===== config.mk =====
export PLATFORM = sky130hd
export DESIGN_NAME = sequenciador_posicionamento_flat
export DESIGN_NICKNAME = d
export VERILOG_FILES = /design/src/rtl/batalha_pkg.sv /design/src/rtl/sequenciador_posicionamento_if.sv /design/src/rtl/sequenciador_posicionamento.sv /design/src/flat_wrapper.sv
export SDC_FILE = /design/constraint.sdc
export NUM_CORES = 1
export LEC_CHECK = 0
export ABC_CLOCK_PERIOD_IN_PS = 3400
export CORE_MARGIN = 5
export CORE_UTILIZATION = 46
export DETAILED_ROUTE_END_ITERATION = 6
export PLACE_DENSITY = 0.92
export SLEW_MARGIN = 40
export SYNTH_ARGS = -nofsm -noshare
export SYNTH_HDL_FRONTEND = slang
export SYNTH_SLANG_ARGS = --single-unit

===== constraint.sdc =====
create_clock -name clk -period 3.4 [get_ports clk]
set_input_delay 0.51 -clock clk [delete_from_list [all_inputs] [get_ports clk]]
set_output_delay 0.51 -clock clk [all_outputs]
set_load 0.005 [all_outputs]

===== src/rtl/batalha_pkg.sv =====
// Shared types and constants for the battleship placement path: FSM states,
// ship type codes and the fixed fleet order walked by the placement sequencer.
package batalha_pkg;

  localparam int COORD_W    = 4;
  localparam int TIPO_W     = 3;
  localparam int ORI_W      = 3;
  localparam int IDX_W      = 3;
  localparam int MAX_NAVIOS = 8;

  typedef enum logic [2:0] {
    OCIOSO      = 3'd0,
    ENTRADA     = 3'd1,
    VALIDA      = 3'd2,
    LIBERA_OK   = 3'd3,
    LIBERA_ERRO = 3'd4,
    CONCLUIDO   = 3'd5
  } estado_t;

  typedef logic [TIPO_W-1:0] tipo_t;

  localparam tipo_t TIPO_PORTA_AVIOES = 3'd0;
  localparam tipo_t TIPO_ENCOURACADO  = 3'd1;
  localparam tipo_t TIPO_CRUZADOR     = 3'd2;
  localparam tipo_t TIPO_SUBMARINO    = 3'd3;
  localparam tipo_t TIPO_DESTROIER    = 3'd4;

  // Index 0 is the rightmost entry; slots past the standard five only matter
  // for fleets configured larger than the classic one.
  localparam logic [MAX_NAVIOS-1:0][TIPO_W-1:0] FROTA = {
    TIPO_DESTROIER, TIPO_SUBMARINO, TIPO_DESTROIER,
    TIPO_DESTROIER, TIPO_SUBMARINO, TIPO_CRUZADOR,
    TIPO_ENCOURACADO, TIPO_PORTA_AVIOES
  };

  function automatic tipo_t tipo_do_navio(input logic [IDX_W-1:0] idx);
    return FROTA[idx];
  endfunction

endpackage


===== src/rtl/sequenciador_posicionamento_if.sv =====
// Handshake bundle between the placement sequencer (slave), the player entry
// source and the Validador; the environment side uses the master modport.
interface sequenciador_posicionamento_if;
  import batalha_pkg::*;

  logic               start;
  logic               confirma;
  logic [COORD_W-1:0] x_in;
  logic [COORD_W-1:0] y_in;
  logic               direcao_in;
  logic [ORI_W-1:0]   orientacao_in;
  logic               ready;
  logic               conflito;

  logic               enable;
  tipo_t              tipo;
  logic               direcao;
  logic [ORI_W-1:0]   orientacao;
  logic [COORD_W-1:0] x1;
  logic [COORD_W-1:0] y1;
  logic               jogador;
  logic [IDX_W-1:0]   navio_idx;
  logic               aguardando;
  logic               erro;
  logic               done;

  modport master (
    output start, confirma, x_in, y_in, direcao_in, orientacao_in, ready, conflito,
    input  enable, tipo, direcao, orientacao, x1, y1, jogador, navio_idx,
           aguardando, erro, done
  );

  modport slave (
    input  start, confirma, x_in, y_in, direcao_in, orientacao_in, ready, conflito,
    output enable, tipo, direcao, orientacao, x1, y1, jogador, navio_idx,
           aguardando, erro, done
  );

endinterface


===== src/rtl/sequenciador_posicionamento.sv =====
// Placement sequencer: walks both players through the fleet, latches entries
// and handshakes with the Validador. Optional SEQ_TIMEOUT_EN aborts stuck validations.
module sequenciador_posicionamento
  import batalha_pkg::*;
#(
  parameter int NUM_NAVIOS     = 5,
  parameter int TIMEOUT_CICLOS = 1023
) (
  input  logic                          clk,
  input  logic                          reset_n,
  sequenciador_posicionamento_if.slave  bus
);

  localparam logic [IDX_W-1:0] ULTIMO = IDX_W'(NUM_NAVIOS - 1);

  estado_t            estado_q, estado_d;
  logic               jogador_q, jogador_d;
  logic [IDX_W-1:0]   idx_q, idx_d;
  logic [COORD_W-1:0] x1_q, x1_d;
  logic [COORD_W-1:0] y1_q, y1_d;
  logic               dir_q, dir_d;
  logic [ORI_W-1:0]   ori_q, ori_d;
  logic               erro_q, erro_d;
  logic               timeout_w;

`ifdef SEQ_TIMEOUT_EN
  localparam int                CNT_W      = $clog2(TIMEOUT_CICLOS + 1);
  localparam logic [CNT_W-1:0]  CNT_LIMITE = CNT_W'(TIMEOUT_CICLOS - 1);

  logic [CNT_W-1:0] cnt_q, cnt_d;

  // Held at zero outside VALIDA so every validation attempt starts fresh.
  assign timeout_w = (estado_q == VALIDA) && (cnt_q == CNT_LIMITE);

  always_comb begin
    cnt_d = '0;
    if ((estado_q == VALIDA) && !timeout_w) begin
      cnt_d = cnt_q + 1'b1;
    end
  end

  always_ff @(posedge clk or negedge reset_n) begin
    if (!reset_n) begin
      cnt_q <= '0;
    end else begin
      cnt_q <= cnt_d;
    end
  end
`else
  logic [31:0] unused_timeout;

  assign timeout_w      = 1'b0;
  assign unused_timeout = TIMEOUT_CICLOS;
`endif

  always_ff @(posedge clk or negedge reset_n) begin
    if (!reset_n) begin
      estado_q <= OCIOSO;
    end else begin
      estado_q <= estado_d;
    end
  end

  always_ff @(posedge clk or negedge reset_n) begin
    if (!reset_n) begin
      jogador_q <= 1'b0;
      idx_q     <= '0;
      x1_q      <= '0;
      y1_q      <= '0;
      dir_q     <= 1'b0;
      ori_q     <= '0;
      erro_q    <= 1'b0;
    end else begin
      jogador_q <= jogador_d;
      idx_q     <= idx_d;
      x1_q      <= x1_d;
      y1_q      <= y1_d;
      dir_q     <= dir_d;
      ori_q     <= ori_d;
      erro_q    <= erro_d;
    end
  end

  always_comb begin
    estado_d  = estado_q;
    jogador_d = jogador_q;
    idx_d     = idx_q;
    x1_d      = x1_q;
    y1_d      = y1_q;
    dir_d     = dir_q;
    ori_d     = ori_q;
    erro_d    = 1'b0;

    unique case (estado_q)
      OCIOSO, CONCLUIDO: begin
        if (bus.start) begin
          estado_d  = ENTRADA;
          jogador_d = 1'b0;
          idx_d     = '0;
        end
      end

      ENTRADA: begin
        if (bus.confirma) begin
          estado_d = VALIDA;
          x1_d     = bus.x_in;
          y1_d     = bus.y_in;
          dir_d    = bus.direcao_in;
          ori_d    = bus.orientacao_in;
        end
      end

      // A real answer from the Validador takes priority over an expiring timeout.
      VALIDA: begin
        if (bus.ready) begin
          estado_d = bus.conflito ? LIBERA_ERRO : LIBERA_OK;
          erro_d   = bus.conflito;
        end else if (timeout_w) begin
          estado_d = ENTRADA;
          erro_d   = 1'b1;
        end
      end

      LIBERA_ERRO: begin
        if (!bus.ready) begin
          estado_d = ENTRADA;
        end
      end

      LIBERA_OK: begin
        if (!bus.ready) begin
          if (idx_q != ULTIMO) begin
            idx_d    = idx_q + 1'b1;
            estado_d = ENTRADA;
          end else if (!jogador_q) begin
            jogador_d = 1'b1;
            idx_d     = '0;
            estado_d  = ENTRADA;
          end else begin
            estado_d = CONCLUIDO;
          end
        end
      end

      default: estado_d = OCIOSO;
    endcase
  end

  always_comb begin
    bus.enable     = (estado_q == VALIDA);
    bus.aguardando = (estado_q == ENTRADA);
    bus.done       = (estado_q == CONCLUIDO);
    bus.erro       = erro_q;
    bus.tipo       = tipo_do_navio(idx_q);
    bus.direcao    = dir_q;
    bus.orientacao = ori_q;
    bus.x1         = x1_q;
    bus.y1         = y1_q;
    bus.jogador    = jogador_q;
    bus.navio_idx  = idx_q;
  end

endmodule


===== src/flat_wrapper.sv =====
// flat-port wrapper written by rule: the top's interface ports become plain ports
module sequenciador_posicionamento_flat import batalha_pkg::*;
#(
  parameter int NUM_NAVIOS     = 5,
  parameter int TIMEOUT_CICLOS = 1023
)
  (clk, reset_n, bus_start, bus_confirma, bus_x_in, bus_y_in, bus_direcao_in, bus_orientacao_in, bus_ready, bus_conflito, bus_enable, bus_tipo, bus_direcao, bus_orientacao, bus_x1, bus_y1, bus_jogador, bus_navio_idx, bus_aguardando, bus_erro, bus_done);
  sequenciador_posicionamento_if bus_i ();
  input  logic clk;
  input  logic reset_n;
  input wire logic [$bits(bus_i.start)-1:0] bus_start;
  input wire logic [$bits(bus_i.confirma)-1:0] bus_confirma;
  input wire logic [$bits(bus_i.x_in)-1:0] bus_x_in;
  input wire logic [$bits(bus_i.y_in)-1:0] bus_y_in;
  input wire logic [$bits(bus_i.direcao_in)-1:0] bus_direcao_in;
  input wire logic [$bits(bus_i.orientacao_in)-1:0] bus_orientacao_in;
  input wire logic [$bits(bus_i.ready)-1:0] bus_ready;
  input wire logic [$bits(bus_i.conflito)-1:0] bus_conflito;
  output wire logic [$bits(bus_i.enable)-1:0] bus_enable;
  output wire logic [$bits(bus_i.tipo)-1:0] bus_tipo;
  output wire logic [$bits(bus_i.direcao)-1:0] bus_direcao;
  output wire logic [$bits(bus_i.orientacao)-1:0] bus_orientacao;
  output wire logic [$bits(bus_i.x1)-1:0] bus_x1;
  output wire logic [$bits(bus_i.y1)-1:0] bus_y1;
  output wire logic [$bits(bus_i.jogador)-1:0] bus_jogador;
  output wire logic [$bits(bus_i.navio_idx)-1:0] bus_navio_idx;
  output wire logic [$bits(bus_i.aguardando)-1:0] bus_aguardando;
  output wire logic [$bits(bus_i.erro)-1:0] bus_erro;
  output wire logic [$bits(bus_i.done)-1:0] bus_done;
  assign bus_i.start = bus_start;
  assign bus_i.confirma = bus_confirma;
  assign bus_i.x_in = bus_x_in;
  assign bus_i.y_in = bus_y_in;
  assign bus_i.direcao_in = bus_direcao_in;
  assign bus_i.orientacao_in = bus_orientacao_in;
  assign bus_i.ready = bus_ready;
  assign bus_i.conflito = bus_conflito;
  assign bus_enable = bus_i.enable;
  assign bus_tipo = bus_i.tipo;
  assign bus_direcao = bus_i.direcao;
  assign bus_orientacao = bus_i.orientacao;
  assign bus_x1 = bus_i.x1;
  assign bus_y1 = bus_i.y1;
  assign bus_jogador = bus_i.jogador;
  assign bus_navio_idx = bus_i.navio_idx;
  assign bus_aguardando = bus_i.aguardando;
  assign bus_erro = bus_i.erro;
  assign bus_done = bus_i.done;
  sequenciador_posicionamento #(.NUM_NAVIOS(NUM_NAVIOS), .TIMEOUT_CICLOS(TIMEOUT_CICLOS)) u_core (.clk(clk), .reset_n(reset_n), .bus(bus_i));
endmodule

Word-level counts from Yosys, hierarchy flattened --
Memories as Yosys holds them, arrays and structs flattened. Cells that the tools add are included.
Cells by class: $add $sub $neg 1, magnitude comparators 1, eq/ne operators 13, multiplexer cells 21, reduce and logical (&&, ||, !) cells 7
Operator list (count):
- 3-bit two-way mux | 13
- 3-bit case mux with 5 select lines | 1
- 2-bit inequality test (second input constant) | 6
- 4-bit AND reduction | 2
- 3-bit by 2-bit == test with 1-bit output (second input constant) | 2
- 3-bit == test (second input constant) | 2
- 3-bit inequality test (second input constant) | 2
- 3-bit case mux with 2 select lines | 1
- 1-bit two-way mux | 5
- 5-bit AND reduction | 1
- 3-bit by 4-bit < comparator with 1-bit output (second input constant) | 1
- 3-bit by 1-bit adder with 3-bit output (second input constant) | 1
- 3-bit by 1-bit == test with 1-bit output (second input constant) | 1
- 3-bit logical NOT | 1
- 1-bit case mux with 2 select lines | 1
- 2-bit AND reduction | 1
- 2-bit nonzero test | 1
- 2-bit OR reduction | 1
Storage, ports and cells: flip-flop bits (word level) 20, bits in read-only memories 24, input bits 18, output and inout port bits 23, logic and storage cells 52, memories 1
Memories:
- (no name shown) | depth 8, bits a word 3, read ports 1, clocked after Yosys merged registers in 0, wr ports 0, line batalha_pkg.sv:37 | return FROTA[idx];

Longest topological paths before layout --
Gate-level depths: netlist of run 1.
word-level depth 4, gate-level depth with buffers 5, mapped depth without buffers 5

Worst setup path before layout of run 1 --
No wires, ideal clock.
path kind reg2out, from reg u_core.idx_q[0] (netlist: u_core.bus.navio_idx[0]), to out bus_tipo[0], arrival time 831 ps, required time 2890 ps, path slack 2059 ps, cell stages (with the launch flop) 5, buffers on the path 0, cells stage by stage dfrtp_1 -> inv_1 -> ha_1 -> nand2_1 -> o21ai_0
On the way: longest elaborated chain between the ends 2
RTL lines:
- from (decl) | line sequenciador_posicionamento.sv:18 | logic [IDX_W-1:0] idx_q, idx_d;
- from (signal assigned) | line sequenciador_posicionamento.sv:75 | idx_q <= idx_d;
- memory 8 x 3 bit
- 3-bit two-way mux (implied by the code) | line batalha_pkg.sv:37
- to (decl) | line flat_wrapper.sv:20 | output wire logic [$bits(bus_i.tipo)-1:0] bus_tipo;
No other way between the ends. The select of a mux whose other input is x is not followed.

Worst setup path in the final report of run 1 --
from reg u_core.idx_q[0] (netlist: u_core.bus.navio_idx[0]), to out bus_tipo[1]
Same word-level chain as after synthesis.

==> results of run 1 <==
[cells by family after synthesis]
group | Yosys count | share of synthesized area, %
xor gates and xnor gates | 1 | 1.49
buffers and inverters | 8 | 5.40
DFF | 20 | 46.0
AOI/OAI and AO/OA | 20 | 14.6
muxes | 12 | 15.5
adders and majority gates | 3 | 3.45
and+or+nand+nor | 22 | 13.6
[Yosys cell counts (2+ instances only)]
| library cell | number |
|---|---|
| ha_1 | 3 |
| mux2_2 | 3 |
| o21ai_0 | 3 |
| nor2b_1 | 6 |
| inv_1 | 3 |
| a21oi_1 | 2 |
| a32o_1 | 2 |
| nand2_1 | 3 |
| nor2_1 | 3 |
| o2bb2ai_1 | 2 |
| mux2_4 | 9 |
| dfrtp_1 | 20 |
[final timing paths]
path,cells after the start,startpoint,end
worst max register to register,3,u_core.estado_q[0]$_DFFE_PN0P_,u_core.bus.x1[3]$_DFFE_PN0P_
worst max-delay path,5,u_core.bus.navio_idx[0]$_DFFE_PN0P_,bus_tipo[1]
worst min-delay path,1,reset_n,u_core.bus.jogador$_DFFE_PN0P_
max in group asynchronous,1,reset_n,u_core.bus.erro$_DFF_PN0_
worst min register to register,1,u_core.bus.orientacao[0]$_DFFE_PN0P_,u_core.bus.orientacao[0]$_DFFE_PN0P_
min in group clk,1,u_core.bus.orientacao[0]$_DFFE_PN0P_,u_core.bus.orientacao[0]$_DFFE_PN0P_
[worst max-delay path, stage by stage, from the launching register on]
cell,delay (ns)
dfrtp_1,0.45
inv_1,0.11
ha_1,0.19
nand2_1,0.08
o21ai_0,0.09
clkdlybuf4s50_1,0.53
[state kept, by name (all words and copies together), names as in the netlist]
name	count
u_core.bus.direcao	1
u_core.bus.erro	1
u_core.bus.jogador	1
u_core.bus.navio_idx	3
u_core.bus.orientacao	3
u_core.bus.x1	4
u_core.bus.y1	4
u_core.estado_q	3
[per-stage QoR]
stage | util (%) | setup WS (ns) | std cells
after floorplan | - | 2.06 | 86
after global placement | 66.1 | 1.54 | 149
after detailed placement | 65.9 | 1.46 | 149
after CTS | 68.2 | 1.10 | 153
after global routing | 68.2 | 1.01 | 153
final | 68.2 | 1.14 | 153
[area by class of cell]
cell class	count	area [um^2]	area share, %
timing repair buffer	40	395	25.9
clock inverter	1	30.0	1.97
inverter	3	11.3	0.739
clock buffer	3	22.5	1.48
multi-input combinational	58	529	34.7
sequential	20	500	32.8
tap	28	35.0	2.30
[metal layers]
metal / up-vias / wire [um]
met3: 2 / 162
met4: 0 / 10
met5: - / 0
met1: 397 / 1030
li1: 388 / -
met2: 32 / 1160
[cells in the final DEF (no fill, tap or decap), types with 2 or more instances in the layout]
| cell type | Yosys | layout |
|---|---|---|
| a21oi_1 | 2 | 2 |
| a32o_1 | 2 | 2 |
| clkbuf_4 | 0 | 3 |
| clkdlybuf4s50_1 | 0 | 39 |
| dfrtp_1 | 20 | 20 |
| ha_1 | 3 | 3 |
| inv_1 | 3 | 3 |
| mux2_2 | 3 | 3 |
| mux2_4 | 9 | 9 |
| nand2_1 | 3 | 3 |
| nor2_1 | 3 | 3 |
| nor2b_1 | 6 | 6 |
| o21ai_0 | 3 | 3 |
| o2bb2ai_1 | 2 | 2 |
[power groups by stage]
stage / clock network (W) / logic [W] / registers, W
global placement: 0 / 0.000654 / 0.000455
floorplan: 0 / 0.000412 / 0.000420
global route: 0.000205 / 0.000726 / 0.000484
detailed placement: 0 / 0.000672 / 0.000466
CTS: 0.000197 / 0.000676 / 0.000462
finish: 0.000192 / 0.000664 / 0.000462
==> flow_metrics.py, run 1 <==
metrics = {
    "routing": {
        "ant_nets": 0,
        "drt-initial-drc-count": 12,
        "dr_total_vias": 819,
        "totalWireLength_um": 2360,
        "viasPerCell": 5.35,
        "drtPass1Iterations": 4,
        "drc": 0,
        "detail_route.wl_per_cell_um": 15.4,
    },
    "critical_path": {
        "rrSetupSlack_ns": 1.78,
        "critPathMaxFanout": 5,
        "worstPathArrival_ns": 1.75,
        "end_kind": "output port",
        "critical_path_class": "reg -> out",
        "start_kind": "register",
        "cp.required_ns": 2.89,
    },
    "floorplanning": {
        "dieWidth_um": 58.6,
        "coreArea_um2": 2230,
        "rows": 17,
        "die_y_um": 58.6,
        "io_pins": 41,
        "initial_core_util_pct": 48.7,
        "die-area_um2": 3440,
    },
    "clocking": {
        "cts_buffers": 3,
        "cts_tree": "built",
        "post_cts_resized": 0,
        "clock_tree.root_cell": "clkbuf_4",
        "htreeDepth": 1,
        "hold_buffers": 0,
        "insertion_delay_ns": 0.30,
        "clock-sinks": 20,
        "clk_pin_slew_ns": 0.12,
        "clock_path_buffers": 2,
        "postCtsSetupRepairBufs": 0,
    },
    "power": {
        "power_frac_comb_pct": 50.4,
        "power_switching_w": 0.000416,
        "p_total_w": 0.00132,
        "vdd_ir_drop_max_mv": 0.612,
        "swShare_pct": 31.5,
        "clkPwrFrac_pct": 14.6,
        "p_leak_nw": 0.641,
        "power.density_nw_per_um2": 865,
        "power_frac_seq_pct": 35.0,
        "p_int_w": 0.000903,
    },
    "placed_design": {
        "portBuffers": 40,
        "place_area_um2": 1470,
        "gp_congestion": 0.822,
        "dp_hpwl_um": 1810,
    },
    "yosys": {
        "seq_area_frac_synth_pct": 46.0,
        "syn_area_per_cell_um2": 12.7,
        "synth_cell_type_count": 39,
        "ys.flop_type": "dfrtp_1",
        "synth_edf_count": 0,
        "synth_cells": 86,
        "synth-seq-cells": 20,
        "syn-num-nets": 107,
        "synth_top_area_share_pct": 46.0,
        "synth.yosys.warnings": 0,
        "async_flop_share_pct": 100,
        "synth_area_leaders": "dfrtp_1, mux2_4, ha_1",
        "syn_area_um2": 1090,
        "synth_top_cell_by_area": "dfrtp_1",
    },
    "global_route": {
        "antenna_found_initial": 0,
        "grt.busiest_layer": "met2",
        "globalRouteTotalUtil_pct": 15.3,
        "globalRouteMet2Util_pct": 24.6,
        "grt_pass1_vias": 865,
        "grt_pass1_wl_um": 4020,
        "grt_start_max_net_pins": 21,
        "met3_usage_pct": 4.39,
        "grt-ovfl-total": 0,
        "grt_util_met1_pct": 19.8,
    },
    "job": {
        "drv_cap": 0,
    },
    "sta": {
        "rsz0062_at_grt": "no",
        "maxSlewHeadroom_pct": 71.6,
        "setup_viol": 0,
        "period_share_pct": 66.6,
        "hold-worst-slack_ns": 0.121,
        "min_period_ns": 2.26,
        "final-max-slew-violation-count": 0,
        "clock_skew_ns": 0.00866,
        "worst_pin_slew_ns": 0.425,
        "clock.fmax_mhz": 442,
        "setup_tns_ns": 0,
        "hold_violations": 0,
    },
    "final_layout": {
        "area_growth_syn_to_layout_pct": 40.0,
        "nFillCells": 178,
        "final_nets": 147,
        "final_area_um2": 1520,
        "n_antenna_cell": 0,
        "drive_gt1_share_pct": 19.2,
    },
    "run_status": {
        "outcome": "finished, final reports clean",
    },
    "hold_path": {
        "hold_class": "in -> async",
    },
}
(Power assumes the default switching activity.)
==> run 2, diff against run 1 <==
- ABC_CLOCK_PERIOD_IN_PS: 3400 -> 2000
- CORE_ASPECT_RATIO: unset -> 0.5
- CORE_UTILIZATION: 46 -> 39
- PLACE_DENSITY: 0.92 -> 0.84
- clock period: 3.4 -> 2 ns (I/O delays scaled with it)
==> flow_metrics.py, run 2 (same netlist as run 1, synthesis figures left out) <==
metrics = {
    "global_route": {
        "grt-ovfl-total": 0,
        "globalRouteTotalUtil_pct": 12.4,
        "grt_pass1_wl_um": 3680,
        "grt_start_max_net_pins": 21,
        "antenna_found_initial": 0,
        "grt_pass1_vias": 728,
    },
    "final_layout": {
        "utilization_pct": 60.3,
        "final_nets": 150,
        "final_cell_mix": "clkdlybuf4s50_1, dfrtp_1, mux2_4",
        "final_cells": 165,
        "final_common_cell": "clkdlybuf4s50_1",
        "area_growth_syn_to_layout_pct": 45.9,
        "drive_gt1_share_pct": 21.9,
        "n_antenna_cell": 0,
    },
    "floorplanning": {
        "die_y_um": 47.4,
        "dieWidth_um": 84.7,
        "initial_core_util_pct": 41.3,
        "rows": 13,
        "die-area_um2": 4010,
        "io_pins": 41,
        "coreArea_um2": 2640,
    },
    "sta": {
        "final-max-slew-violation-count": 0,
        "clock_skew_ns": 0.00390,
        "rsz0062_at_grt": "no",
        "setup_tns_ns": 0,
        "period_share_pct": 93.1,
        "worst_pin_slew_ns": 0.373,
        "hold-worst-slack_ns": 0.370,
        "clock.fmax_mhz": 537,
        "hold_violations": 0,
        "maxSlewHeadroom_pct": 75.1,
        "setup_viol": 0,
        "min_period_ns": 1.86,
    },
    "run_status": {
        "outcome": "finished, final reports clean",
    },
    "critical_path": {
        "r2r-end": "u_core.bus.orientacao[1]$_DFFE_PN0P_",
        "crit_slowest_cell": "clkdlybuf4s50_1",
        "worstPathArrival_ns": 1.56,
        "critical_path_class": "reg -> out",
        "cp.required_ns": 1.70,
        "rrSetupSlack_ns": 0.47,
        "critPathMaxFanout": 11,
        "end_kind": "output port",
        "ff2ff_path_depth": 3,
        "critPathMaxStageDelay_ns": 0.51,
        "path_cells": "nand2b_1 -> nor2_1 -> clkdlybuf4s50_1",
        "start_kind": "register",
        "rr_startpoint": "u_core.estado_q[1]$_DFFE_PN0P_",
    },
    "power": {
        "power.density_nw_per_um2": 1470,
        "power_frac_seq_pct": 32.6,
        "vdd_ir_drop_max_mv": 0.537,
        "p_int_w": 0.00161,
        "swShare_pct": 30.9,
        "power_switching_w": 0.000719,
        "power_frac_comb_pct": 49.9,
        "clkPwrFrac_pct": 17.5,
        "p_leak_nw": 0.698,
    },
    "routing": {
        "drtPass1Iterations": 2,
        "drt-initial-drc-count": 40,
        "drc": 0,
        "ant_nets": 0,
        "detail_route.wl_per_cell_um": 14.6,
        "dr_total_vias": 824,
        "totalWireLength_um": 2400,
        "viasPerCell": 4.99,
    },
    "clocking": {
        "cts_buffers": 3,
        "clock-sinks": 20,
        "clk_pin_slew_ns": 0.08,
        "cts_tree": "built",
        "clock_path_buffers": 2,
        "postCtsSetupRepairBufs": 0,
        "insertion_delay_ns": 0.26,
        "clock_tree.root_cell": "clkbuf_8",
        "htreeDepth": 1,
    },
    "job": {
        "drv_cap": 0,
    },
    "placed_design": {
        "dp_hpwl_um": 1820,
        "place_inst": 161,
        "portBuffers": 40,
        "gp_congestion": 0.769,
    },
    "hold_path": {
        "hold_class": "in -> async",
    },
}
## run 2: timing repair
item | 4_1_cts | 5_1_grt
resized for setup | 1 | 4
pin swaps | 0 | 0
setup endpoints to repair | 1 | 3
hold buffers | 0 | 0
## run 2: power by group through the flow
stage	Combinational [W]	Sequential, W	Clock [W]
floorplan	0.000701	0.000713	0
global placement	0.00116	0.000748	0
detailed placement	0.00119	0.000763	0
CTS	0.00119	0.000754	0.000414
global route	0.00126	0.000790	0.000432
finish	0.00116	0.000759	0.000407
## run 2: through the flow
stage               area, um^2  setup WS [ns]  power [W]
global route              1590         0.0666    0.00248
finish                    1590          0.138    0.00233
global placement          1510          0.376    0.00191
CTS                       1580         0.0292    0.00235
floorplan                 1090          0.671    0.00141
detailed placement        1510          0.280    0.00195
## run 2: layout make-up
class	count	area (um^2)
Timing Repair Buffer	43	427
Clock buffer	3	41.3
Tap cell	37	46.3
Fill cell	218	1050
Clock inverter	1	30.0
Multi-Input combinational cell	58	529
Inverter	3	11.3
Sequential cell	20	503
## run 2: worst max-delay path by stage
stage / startpoint / slack [ns] / depth (start not counted) / end
2_1_floorplan: u_core.estado_q[1]$_DFFE_PN0P_ / 0.67 / 4 / u_core.bus.direcao$_DFFE_PN0P_
3_3_place_gp: u_core.bus.navio_idx[0]$_DFFE_PN0P_ / 0.38 / 5 / bus_tipo[0]
3_5_place_dp: u_core.bus.navio_idx[0]$_DFFE_PN0P_ / 0.28 / 5 / bus_tipo[0]
4_1_cts: u_core.bus.navio_idx[0]$_DFFE_PN0P_ / 0.03 / 4 / bus_tipo[2]
5_1_grt: u_core.estado_q[2]$_DFFE_PN0P_ / 0.07 / 3 / bus_enable
6_report: u_core.estado_q[2]$_DFFE_PN0P_ / 0.14 / 3 / bus_enable
## run 2: critical path: cells and delay by family, from the launching register on
kind	cells	cell delay (ns)
and+or+nand+nor	2	0.30
DFF	1	0.49
buffers and inverters	1	0.51
## run 2: layer usage
| metal | GRT usage, % | share of wire [%] | routed length [um] |
|---|---|---|---|
| met5 | 0 | 0 | 0 |
| met4 | 5.68 | 1.3 | 32 |
| met3 | 3.50 | 3.1 | 74 |
| met2 | 21.6 | 52 | 1250 |
| met1 | 14.8 | 43 | 1040 |
==> run 3, diff against run 2 <==
- ABC_CLOCK_PERIOD_IN_PS: 2000 -> 1600
- RECOVER_POWER: unset -> 100
- clock period: 2 -> 1.6 ns (I/O delays scaled with it)
==> flow_metrics.py, run 3 (same netlist as run 1, synthesis figures left out) <==
metrics = {
    "sta": {
        "hold_violations": 0,
        "setup_viol": 0,
        "maxSlewHeadroom_pct": 27.8,
        "min_period_ns": 1.52,
        "worst_pin_slew_ns": 1.08,
        "clock_skew_ns": 0.00304,
        "clock.fmax_mhz": 660,
        "setup_tns_ns": 0,
        "rsz0062_at_grt": "no",
        "period_share_pct": 94.8,
        "final-max-slew-violation-count": 0,
    },
    "critical_path": {
        "crit_buf_inv": 3,
        "critPathMaxStageDelay_ns": 0.38,
        "crit_path_frequent_cell": "buf_4",
        "crit_slowest_cell": "dfrtp_1",
        "cp.required_ns": 1.36,
        "end_kind": "output port",
        "crit_family": "buffers and inverters",
        "critical_path_class": "reg -> out",
        "critPathMaxFanout": 3,
        "path_cells": "buf_4 -> buf_4 -> o21ai_0 -> clkdlybuf4s15_1",
        "start_kind": "register",
        "worstPathArrival_ns": 1.28,
    },
    "clocking": {
        "htreeDepth": 1,
        "clock-sinks": 20,
        "hold_buffers": 0,
        "clock_path_buffers": 2,
        "clock_tree.root_cell": "clkbuf_8",
        "cts_buffers": 3,
        "insertion_delay_ns": 0.25,
        "cts_tree": "built",
        "clk_pin_slew_ns": 0.07,
    },
    "routing": {
        "drc": 0,
        "drt-initial-drc-count": 50,
        "viasPerCell": 4.85,
        "detail_route.wl_per_cell_um": 13.9,
        "ant_nets": 0,
        "drtPass1Iterations": 4,
        "totalWireLength_um": 2410,
        "dr_total_vias": 839,
    },
    "floorplanning": {
        "die_y_um": 47.4,
        "dieWidth_um": 84.7,
        "rows": 13,
        "coreArea_um2": 2640,
        "io_pins": 41,
        "die-area_um2": 4010,
        "initial_core_util_pct": 41.3,
    },
    "final_layout": {
        "drive_gt1_share_pct": 18.4,
        "final_nets": 158,
        "nFillCells": 223,
        "final_cell_mix": "clkdlybuf4s50_1, dfrtp_1, dlygate4sd3_1",
        "final_common_cell": "clkdlybuf4s50_1",
        "n_antenna_cell": 0,
        "area_growth_syn_to_layout_pct": 46.4,
    },
    "power": {
        "vdd_ir_drop_max_mv": 0.679,
        "p_total_w": 0.00279,
        "p_leak_nw": 0.701,
        "power.density_nw_per_um2": 1750,
    },
    "global_route": {
        "grt_pass1_wl_um": 4060,
        "grt_pass1_vias": 875,
        "grt-ovfl-total": 0,
        "antenna_found_initial": 0,
        "globalRouteTotalUtil_pct": 13.1,
        "grt_start_max_net_pins": 21,
    },
    "placed_design": {
        "dp_hpwl_um": 1750,
        "portBuffers": 40,
        "gp_congestion": 0.798,
    },
    "job": {
        "drv_cap": 0,
    },
    "run_status": {
        "outcome": "finished, final reports clean",
    },
    "hold_path": {
        "hold_class": "reg -> reg",
    },
}
==> run 3: changes by cell type in the layout (fill, tap and decap cells not counted), moves of 2 or more <==
cell / change
clkdlybuf4s50_1: -17
mux2_4: -6
dlymetal6s2s_1: -2
clkbuf_1: +3
dlygate4sd2_1: +3
buf_4: +5
dlygate4sd3_1: +14
mux2_1: +6
==> run 3: per-layer routing <==
layer	GRT usage [%]	wire length, um	vias to the layer above
li1	-	-	410
met1	15.9	1080	413
met2	24.6	1230	14
met3	3.50	85	2
met4	2.84	17	0
met5	0	0	-
==> run 3: final cells by class <==
| cell class | count | area, um^2 | area share, % |
|---|---|---|---|
| multi-input combinational | 58 | 495 | 31.1 |
| clock inverter | 1 | 30.0 | 1.88 |
| inverter | 3 | 11.3 | 0.706 |
| clock buffer | 3 | 41.3 | 2.59 |
| timing repair buffer | 51 | 468 | 29.4 |
| sequential | 20 | 502 | 31.5 |
| tap | 37 | 46.3 | 2.90 |
==> run 3: worst paths after layout <==
path	startpoint	endpoint	slack, ns	cells after the start
setup / recovery	u_core.bus.navio_idx[2]$_DFFE_PN0P_	bus_tipo[0]	0.08	4
hold / removal	u_core.bus.x1[2]$_DFFE_PN0P_	u_core.bus.x1[2]$_DFFE_PN0P_	0.49	1
setup reg to reg	u_core.estado_q[1]$_DFFE_PN0P_	u_core.bus.navio_idx[1]$_DFFE_PN0P_	0.12	4
hold reg to reg	u_core.bus.x1[2]$_DFFE_PN0P_	u_core.bus.x1[2]$_DFFE_PN0P_	0.49	1
max in group asynchronous	reset_n	u_core.estado_q[1]$_DFFE_PN0P_	0.26	2
min in group asynchronous	reset_n	u_core.bus.jogador$_DFFE_PN0P_	0.62	2
==> run 3: where the power goes <==
part	switching, W	internal (W)
logic	0.000586	0.000841
registers	0.000134	0.000736
clock network	0.000163	0.000334
==> run 3: repair_timing <==
item / CTS / global route
resized for setup: 9 / 4
buffers inserted: 1 / 2
endpoints found under the setup margin: 6 / 3
==> run 3: metrics by stage <==
stage               area [um^2]  utilization [%]  hold slack, ns  setup slack, ns  std cells
floorplan                  1090                -         -0.0556            0.271         86
global placement           1550             58.7           0.492            0.108        166
detailed placement         1550             58.7           0.495           0.0750        166
CTS                        1630             61.9           0.316          0.00801        171
global route               1590             60.5           0.516          0.00510        173
finish                     1590             60.5           0.487           0.0838        173
==> run 3: worst register-to-register path: cells and delay by family (launching register included) <==
| family | cells | cell delay (ns) |
|---|---|---|
| buf+inv | 1 | 0.13 |
| simple gates | 1 | 0.33 |
| compound gates | 2 | 0.45 |
| flops | 1 | 0.45 |
